==> src/rtl/div_pkg.sv <==
// Shared types and helpers for the shared iterative divider controller.
package div_pkg;

  typedef enum logic [1:0] {
    IDLE = 2'd0,
    BUSY = 2'd1,
    DONE = 2'd2
  } div_state_e;

  localparam int DIV_N_DEFAULT = 32;

  function automatic int div_cnt_width(input int n);
    return $clog2(n + 1);
  endfunction

endpackage

==> src/rtl/div_step.sv <==
// One restoring-division iteration, purely combinational.
module div_step
  import div_pkg::*;
#(
  parameter int N = DIV_N_DEFAULT
) (
  input  logic [N:0]   p,
  input  logic [N-1:0] q,
  input  logic [N-1:0] b,
  output logic [N:0]   p_next,
  output logic [N-1:0] q_next
);

  logic [N:0] shifted;
  logic [N:0] trial;
  logic       unused_p_msb;

  // The partial remainder always stays below b, so its top bit is never set
  // and the extra bit of trial is a reliable borrow even for b >= 2^(N-1).
  assign unused_p_msb = p[N];

  always_comb begin
    shifted = {p[N-1:0], q[N-1]};
    trial   = shifted - {1'b0, b};
    if (trial[N]) begin
      p_next = shifted;
      q_next = {q[N-2:0], 1'b0};
    end else begin
      p_next = trial;
      q_next = {q[N-2:0], 1'b1};
    end
  end

endmodule

==> src/rtl/div_sched_ctrl.sv <==
// Round-robin scheduler sharing one iterative unsigned divider among NREQ requesters.
// Optional remainder output is enabled by defining DIV_REM_EN.
module div_sched_ctrl
  import div_pkg::*;
#(
  parameter int N    = DIV_N_DEFAULT,
  parameter int NREQ = 2,
  localparam int IDW = $clog2(NREQ)
) (
  input  logic              clk,
  input  logic              rst_n,
  input  logic [NREQ-1:0]   req_valid,
  output logic [NREQ-1:0]   req_ready,
  input  logic [NREQ*N-1:0] req_a,
  input  logic [NREQ*N-1:0] req_b,
  output logic              rsp_valid,
  input  logic              rsp_ready,
  output logic [IDW-1:0]    rsp_id,
  output logic [N-1:0]      rsp_quotient,
  output logic              rsp_dbz
`ifdef DIV_REM_EN
  ,
  output logic [N-1:0]      rsp_remainder
`endif
);

  localparam int CW = div_cnt_width(N);

  div_state_e     state;
  div_state_e     state_next;
  logic [IDW-1:0] rr_ptr;
  logic [IDW-1:0] grant_id;
  logic           grant_found;
  logic           accept;
  logic [N-1:0]   a_sel;
  logic [N-1:0]   b_sel;
  logic [IDW-1:0] id_q;
  logic [N-1:0]   b_q;
  logic [N:0]     p_q;
  logic [N-1:0]   q_q;
  logic [N:0]     p_step;
  logic [N-1:0]   q_step;
  logic [CW-1:0]  cnt;
  logic           dbz_q;

  // Scan from farthest to nearest after rr_ptr so the nearest valid requester wins.
  always_comb begin
    grant_found = 1'b0;
    grant_id    = '0;
    for (int k = NREQ; k >= 1; k--) begin
      if (req_valid[(int'(rr_ptr) + k) % NREQ]) begin
        grant_found = 1'b1;
        grant_id    = IDW'((int'(rr_ptr) + k) % NREQ);
      end
    end
  end

  always_comb begin
    req_ready = '0;
    accept    = (state == IDLE) && grant_found;
    if (accept) begin
      req_ready[grant_id] = 1'b1;
    end
    a_sel = req_a[int'(grant_id)*N +: N];
    b_sel = req_b[int'(grant_id)*N +: N];
  end

  always_comb begin
    state_next = state;
    case (state)
      IDLE: begin
        if (accept) begin
          state_next = (b_sel == '0) ? DONE : BUSY;
        end
      end
      BUSY: begin
        if (cnt == CW'(1)) begin
          state_next = DONE;
        end
      end
      DONE: begin
        if (rsp_valid && rsp_ready) begin
          state_next = IDLE;
        end
      end
      default: state_next = IDLE;
    endcase
  end

  always_ff @(posedge clk or negedge rst_n) begin
    if (!rst_n) begin
      state <= IDLE;
    end else begin
      state <= state_next;
    end
  end

  div_step #(.N(N)) u_step (
    .p      (p_q),
    .q      (q_q),
    .b      (b_q),
    .p_next (p_step),
    .q_next (q_step)
  );

  // Divide by zero preloads the registers so DONE can latch them uniformly.
  always_ff @(posedge clk or negedge rst_n) begin
    if (!rst_n) begin
      rr_ptr <= IDW'(NREQ - 1);
      id_q   <= '0;
      b_q    <= '0;
      p_q    <= '0;
      q_q    <= '0;
      cnt    <= '0;
      dbz_q  <= 1'b0;
    end else begin
      case (state)
        IDLE: begin
          if (accept) begin
            rr_ptr <= grant_id;
            id_q   <= grant_id;
            b_q    <= b_sel;
            if (b_sel == '0) begin
              dbz_q <= 1'b1;
              q_q   <= '1;
              p_q   <= {1'b0, a_sel};
              cnt   <= '0;
            end else begin
              dbz_q <= 1'b0;
              q_q   <= a_sel;
              p_q   <= '0;
              cnt   <= CW'(N);
            end
          end
        end
        BUSY: begin
          p_q <= p_step;
          q_q <= q_step;
          cnt <= cnt - CW'(1);
        end
        default: ;
      endcase
    end
  end

  always_ff @(posedge clk or negedge rst_n) begin
    if (!rst_n) begin
      rsp_valid     <= 1'b0;
      rsp_id        <= '0;
      rsp_quotient  <= '0;
      rsp_dbz       <= 1'b0;
`ifdef DIV_REM_EN
      rsp_remainder <= '0;
`endif
    end else if (state == DONE) begin
      if (!rsp_valid) begin
        rsp_valid     <= 1'b1;
        rsp_id        <= id_q;
        rsp_quotient  <= q_q;
        rsp_dbz       <= dbz_q;
`ifdef DIV_REM_EN
        rsp_remainder <= p_q[N-1:0];
`endif
      end else if (rsp_ready) begin
        rsp_valid <= 1'b0;
      end
    end
  end

endmodule

==> config.mk <==
export PLATFORM = sky130hd
export DESIGN_NAME = div_sched_ctrl
export DESIGN_NICKNAME = d
export VERILOG_FILES = /design/src/rtl/div_pkg.sv /design/src/rtl/div_step.sv /design/src/rtl/div_sched_ctrl.sv
export SDC_FILE = /design/constraint.sdc
export NUM_CORES = 1
export LEC_CHECK = 0
export ABC_AREA = 1
export CAP_MARGIN = 5
export CORE_AREA = 3 3 161 163
export DETAILED_ROUTE_END_ITERATION = 6
export DIE_AREA = 0 0 164 166
export PLACE_DENSITY = 0.67
export SYNTH_ARGS = -nofsm -noshare
export SYNTH_HDL_FRONTEND = slang
export SYNTH_HIERARCHICAL = 1
export SYNTH_SLANG_ARGS = --single-unit
==> constraint.sdc <==
create_clock -name clk -period 3.2 [get_ports clk]
set_clock_uncertainty 0.2 [all_clocks]
set_input_delay 0.48 -clock clk [delete_from_list [all_inputs] [get_ports clk]]
set_output_delay 0.48 -clock clk [all_outputs]
set_load 0.02 [all_outputs]
==> impl_metrics.csv, run 1 <==
group,metric,value,unit
power,netSwitchingFraction,50.2,%
logic_synthesis,avgSynthCellArea,6.75,um2
grt,grt-ovfl-total,0,
floorplan,dieWidth,164,um
grt,grt_pass1_wl,51.1,mm
setup_path,rr_startpoint,"b_q[0]$_DFFE_PN0P_",
clocking,cts_htree_levels,4,
sta,fin_ws,0.178,ns
floorplan,dieArea,27200,um2
power,combPwrFrac,66.9,%
setup_path,path_max_fanout,11,
floorplan,core_area,24500,um2
setup_path,cp-start-kind,"register",
placement,placement.io_buffers,169,
finish,stdcell_area,13100,um2
clocking,clockBufferDepth,2,
clocking,root_buffer,"clkbuf_16",
clocking,clkSinkCount,142,
floorplan,die_y,166,um
placement,placed_cell_area,12300,um2
sta,setup_viol,0,
setup_path,path_class,"register to register",
setup_path,startpoint,"b_q[0]$_DFFE_PN0P_",
drt,drt_iter0_drc,824,
clocking,clkTransAtPathRegs,0.06,ns
sta,fmax,331,MHz
worst_hold_path,hold_path.class,"register to register",
grt,antenna_found_initial,0,
finish,syn2layout_area_growth,24.8,%
setup_path,arrival,3.13,ns
clocking,numCtsBuffers,17,
grt,grt_max_degree,131,
drt,wl_per_cell,15.6,um
sta,slew_viol_final,0,
logic_synthesis,syn_nets,1722,
floorplan,initial_utilization,42.9,%
drt,first_pass_iters,5,
setup_path,cp-end-kind,"register",
worst_hold_path,hp-start,"rr_ptr$_DFFE_PN1P_",
drt,vias_per_cell,5.00,
grt,track_usage,23.4,%
power,p_clk_share,12.7,%
finish,drive_above_1_share,8.18,%
power,p_int,8.10,mW
logic_synthesis,synth_cells,1553,
floorplan,io_pins,170,
power,power.density,1240,nW/um2
sta,min_period,3.02,ns
placement,pre_cts_slack,0.0795,ns
placement,gp_congestion,0.915,
finish,n_antenna_cell,0,
drt,ant_nets,0,
placement,hpwl,23.6,mm
outcome,status,"completed",
power,p_leak,6.83,nW
power,seqPwrFrac,20.4,%
drt,drc,0,
sta,max_slew_margin,53.1,%
clocking,cts_tree,"done",
clocking,clk_latency,0.43,ns
power,peakVddDrop,0.611,mV
job,maxCapViolations,0,
sta,setup_tns,0,ns
setup_path,crit_required,3.30,ns
drt,num_vias,10100,
finish,fin_nets,1844,
sta,fin_crit_sh,94.4,%
sta,tightest_slew,0.704,ns
floorplan,num_rows,57,
sta,final-hold-violation-count,0,
grt,grt_pass1_vias,9652,
logic_synthesis,synth_area,10500,um2
power,power_switching,8.18,mW
logic_synthesis,yosysWarnings,6,
drt,wl,31.4,mm
worst paths after layout:
kind,cells after the start,end,slack [ns]
worst max register to register,17,p_q[18]$_DFFE_PN0P_,0.18
worst min-delay path,2,rr_ptr$_DFFE_PN1P_,0.28
min in group asynchronous,2,q_q[8]$_DFFE_PN0P_,0.40
worst max-delay path,17,p_q[18]$_DFFE_PN0P_,0.18
worst min register to register,2,rr_ptr$_DFFE_PN1P_,0.28
max in group asynchronous,3,q_q[28]$_DFFE_PN0P_,1.58
critical path, stage by stage (launching register included):
cell	delay [ns]
dfrtp_1	0.38
ha_1	0.23
fa_1	0.40
inv_1	0.10
nand3_1	0.09
nand3_2	0.11
nand3_1	0.09
nand3_2	0.10
nand2_1	0.09
nand2_1	0.09
nand2_1	0.08
nand3_2	0.08
ha_4	0.21
buf_4	0.19
nand3_1	0.16
nand2_1	0.07
o21ai_0	0.15
a21oi_1	0.09
sequential cells by signal (all words and copies together) (netlist names):
signal and flops:
cnt 6, dbz_q 1, id_q 1, rsp_id 1, p_q 32, rsp_quotient 32
rr_ptr 1, q_q 32, state 2, b_q 32, rsp_dbz 1, rsp_valid 1
area by class of cell:
type | instances | area (um2)
clock buffers | 18 | 439
clock inverters | 14 | 168
fillers | 2458 | 11400
inverters | 195 | 736
multi-input cells | 1118 | 5700
flip-flops and latches | 142 | 3550
well taps | 324 | 405
repair buffers | 201 | 2080
power groups by stage:
stage                     clock network [mW]  registers (mW)  logic (mW)
after floorplan                            0            3.39        7.30
after global placement                     0            3.28        10.2
after detailed placement                   0            3.32        10.2
after CTS                               2.10            3.31        10.6
after global routing                    2.17            3.43        12.3
final                                   2.07            3.32        10.9
layer usage:
metal | GRT usage, % | vias to the layer above | part of all wire (%) | wire, um
met4 | 4.38 | 0 | 1.3 | 397
met1 | 35.0 | 4656 | 48 | 15000
li1 | - | 5085 | - | -
met3 | 3.84 | 31 | 6.0 | 1900
met5 | 0 | - | 0 | 0
met2 | 36.0 | 282 | 45 | 14200
repair_timing:
item,in CTS,in global routing
setup endpoints to repair,1,33
endpoints found under the hold margin,62,0
pin swaps,0,5
gates resized for setup,2,19
cloned,1,0
buffers inserted,0,2
hold buffers,1,0
metrics by stage:
stage / total power, mW / utilization, % / hold slack, ns / std cells
after floorplan: 10.7 / - / -0.0156 / 1553
after global placement: 13.4 / 50.5 / 0.261 / 1976
after detailed placement: 13.6 / 50.5 / 0.270 / 1976
after CTS: 16.0 / 53.1 / 0.280 / 2010
after global routing: 17.9 / 53.5 / 0.297 / 2012
final: 16.3 / 53.5 / 0.281 / 2012
cells in the final DEF (no fill, tap or decap), types with 17 or more instances in the layout:
cell and instances:
dfrtp_1 141, clkbuf_16 17, buf_4 20, nand2_1 550, mux2_2 33, ha_1 31, mux2i_1 32, nand3_1 107
inv_1 189, nor2_1 118, clkdlybuf4s50_1 168, nand3b_1 32, a21oi_1 58, o21ai_0 76
(Power assumes the default switching activity.)
==> run 2: changes to the inputs <==
clock period = 2.5 ns   (was 3.2 ns; I/O delays follow)
==> run 2 against run 1 <==
Net effect:
- the run now ends with negative setup slack left
- critical path depth is 2 higher
- final area is 16% higher
- clock power is 22% higher
- sequential cell count stayed put
- sequential share of layout area is 3.7 points lower
- maximum frequency is 5.9% higher
- critical path type unchanged
- largest power group unchanged
==> impl_metrics.csv, run 2 (same netlist as run 1, synthesis figures left out) <==
group,metric,value,unit
clocking,clkTransAtPathRegs,0.07,ns
drt,wl,35.3,mm
setup_path,crit_family,"simple AND/OR/NAND/NOR gates",
sta,setup_tns,-8.83,ns
finish,final_common_cell,"nand2_1",
floorplan,num_rows,57,
setup_path,rrSetupSlack,-0.35,ns
finish,drive_above_1_share,22.8,%
drt,first_pass_iters,5,
setup_path,arrival,2.96,ns
finish,n_antenna_cell,0,
setup_path,path_buf_inv,3,
drt,wl_met2,16.7,mm
finish,fin_nets,2055,
floorplan,core_area,24500,um2
clocking,cts_tree,"done",
sta,setup_viol,33,
setup_path,cp_common_cell,"nand2_2",
placement,gp_congestion,0.957,
sta,hold_slack,0.259,ns
setup_path,crit_required,2.61,ns
setup_path,cp-start-kind,"register",
outcome,status,"finished, violations left",
drt,wl_per_cell,15.9,um
drt,met3WireLength,1.67,mm
drt,drc,0,
sta,final-hold-violation-count,0,
sta,fmax,351,MHz
placement,placement.io_buffers,169,
setup_path,path_max_fanout,7,
clocking,clk_latency,0.43,ns
sta,fin_crit_sh,114,%
clocking,numCtsBuffers,17,
floorplan,dieWidth,164,um
setup_path,path_class,"register to register",
power,peakVddDrop,1.13,mV
worst_hold_path,hold_path.class,"input pin to asynchronous set/reset pin",
drt,met1_length,15.7,mm
drt,drt_iter0_drc,675,
finish,syn2layout_area_growth,44.3,%
grt,grt_pass1_wl,56.2,mm
finish,layout_common_cells,"nand2_1, buf_4, inv_1",
grt,antenna_found_initial,2,
drt,ant_nets,0,
placement,pre_cts_slack,-0.643,ns
grt,grt_pass1_vias,10800,
placement,placed_cell_area,13900,um2
sta,tightest_slew,0.660,ns
job,maxCapViolations,0,
sta,max_slew_margin,56.0,%
outcome,failed_checks,"negative setup slack",
drt,vias_per_cell,4.97,
clocking,clkSinkCount,142,
floorplan,initial_utilization,42.9,%
sta,fin_ws,-0.352,ns
setup_path,cp_slowest_cell,"dfrtp_1",
grt,grt-ovfl-total,0,
placement,hpwl,26.5,mm
grt,grt_max_degree,71,
setup_path,cp_slowest_stage_delay,0.42,ns
finish,filler_cell_count,2227,
power,power.density,1690,nW/um2
sta,slew_viol_final,0,
clocking,root_buffer,"clkbuf_16",
floorplan,dieArea,27200,um2
setup_path,reg2reg_to,"p_q[13]$_DFFE_PN0P_",
setup_path,r2r_cells,19,
grt,track_usage,25.8,%
setup_path,cp-end-kind,"register",
finish,stdcell_area,15100,um2
floorplan,die_y,166,um
sta,rsz0062_at_grt,"yes",
setup_path,worstPathCellList,"ha_4 -> nand2_1 -> nand2_1 -> nand2_1 -> nand2_2 -> nand2_1 -> nand2_2 -> a21oi_4 -> nand2_2 -> nand2_2 -> nand3_2 -> ha_4 -> inv_8 -> buf_12 -> buf_6 -> nand2_2 -> o21ai_2 -> o21ai_1 -> a21oi_1",
finish,final_cells,2223,
drt,routed.top_layer,"met4",
placement,place_inst,2162,
power,p_leak,7.92,nW
drt,num_vias,11000,
clocking,clockBufferDepth,2,
sta,min_period,2.85,ns
floorplan,io_pins,170,
clocking,cts_htree_levels,4,
setup_path,rr_startpoint,"p_q[12]$_DFFE_PN0P_",
==> run 2: cell count changes in the layout (fill, tap and decap cells not counted), sizes merged <==
cell           change
clkinv             +2
dlygate4sd2        +1
clkinvlp           -2
inv                +2
clkdlybuf4s50      -2
clkdlybuf4s15      +1
buf              +210
bufinv             -2
nand2              +1
==> run 2: how the worst max path moves through the flow <==
stage	startpoint	to	slack (ns)	cells after the start
finish	p_q[12]$_DFFE_PN0P_	p_q[13]$_DFFE_PN0P_	-0.35	19
global route	b_q[0]$_DFFE_PN0P_	p_q[2]$_DFFE_PN0P_	-0.45	19
CTS	p_q[12]$_DFFE_PN0P_	p_q[13]$_DFFE_PN0P_	-0.31	19
detailed placement	p_q[24]$_DFFE_PN0P_	p_q[13]$_DFFE_PN0P_	-0.64	17
global placement	p_q[26]$_DFFE_PN0P_	p_q[2]$_DFFE_PN0P_	-0.60	17
floorplan	q_q[31]$_DFFE_PN0P_	p_q[5]$_DFFE_PN0P_	-0.26	21
==> run 2: cell type report <==
| class | count | area (um2) | area share, % |
|---|---|---|---|
| Timing Repair Buffer | 411 | 3760 | 24.8 |
| Inverter | 195 | 741 | 4.90 |
| Multi-Input combinational cell | 1119 | 6090 | 40.3 |
| Sequential cell | 142 | 3560 | 23.5 |
| Tap cell | 324 | 405 | 2.68 |
| Clock inverter | 14 | 145 | 0.959 |
| Clock buffer | 18 | 429 | 2.84 |
==> run 2: where the power goes <==
part           internal, mW  switching (mW)  leakage (nW)
Combinational          8.66            10.1          5.90
Clock                  1.33            1.20         0.282
Sequential             3.47           0.850          1.74
Total                  13.5            12.2          7.92
==> run 2: per-stage QoR <==
step / total power [mW] / utilization, %
global placement: 20.5 / 56.6
CTS: 24.8 / 60.8
global route: 27.7 / 61.8
floorplan: 14.2 / -
detailed placement: 20.7 / 56.6
finish: 25.6 / 61.8
==> run 2: routing by layer <==
| layer | vias to the layer above | global-route usage [%] |
|---|---|---|
| li1 | 5532 | - |
| met3 | 67 | 3.77 |
| met4 | 0 | 9.42 |
| met1 | 5108 | 34.1 |
| met2 | 332 | 42.8 |
| met5 | - | 0 |
==> run 2: repair_timing <==
action / 4_1_cts / 5_1_grt
gates resized for setup: 66 / 53
endpoints found under the setup margin: 35 / 70
pin swaps: 25 / 12
cloned: 2 / 1
hold buffers: 1 / 0
hold endpoints to repair: 43 / 0
buffers inserted: 14 / 11
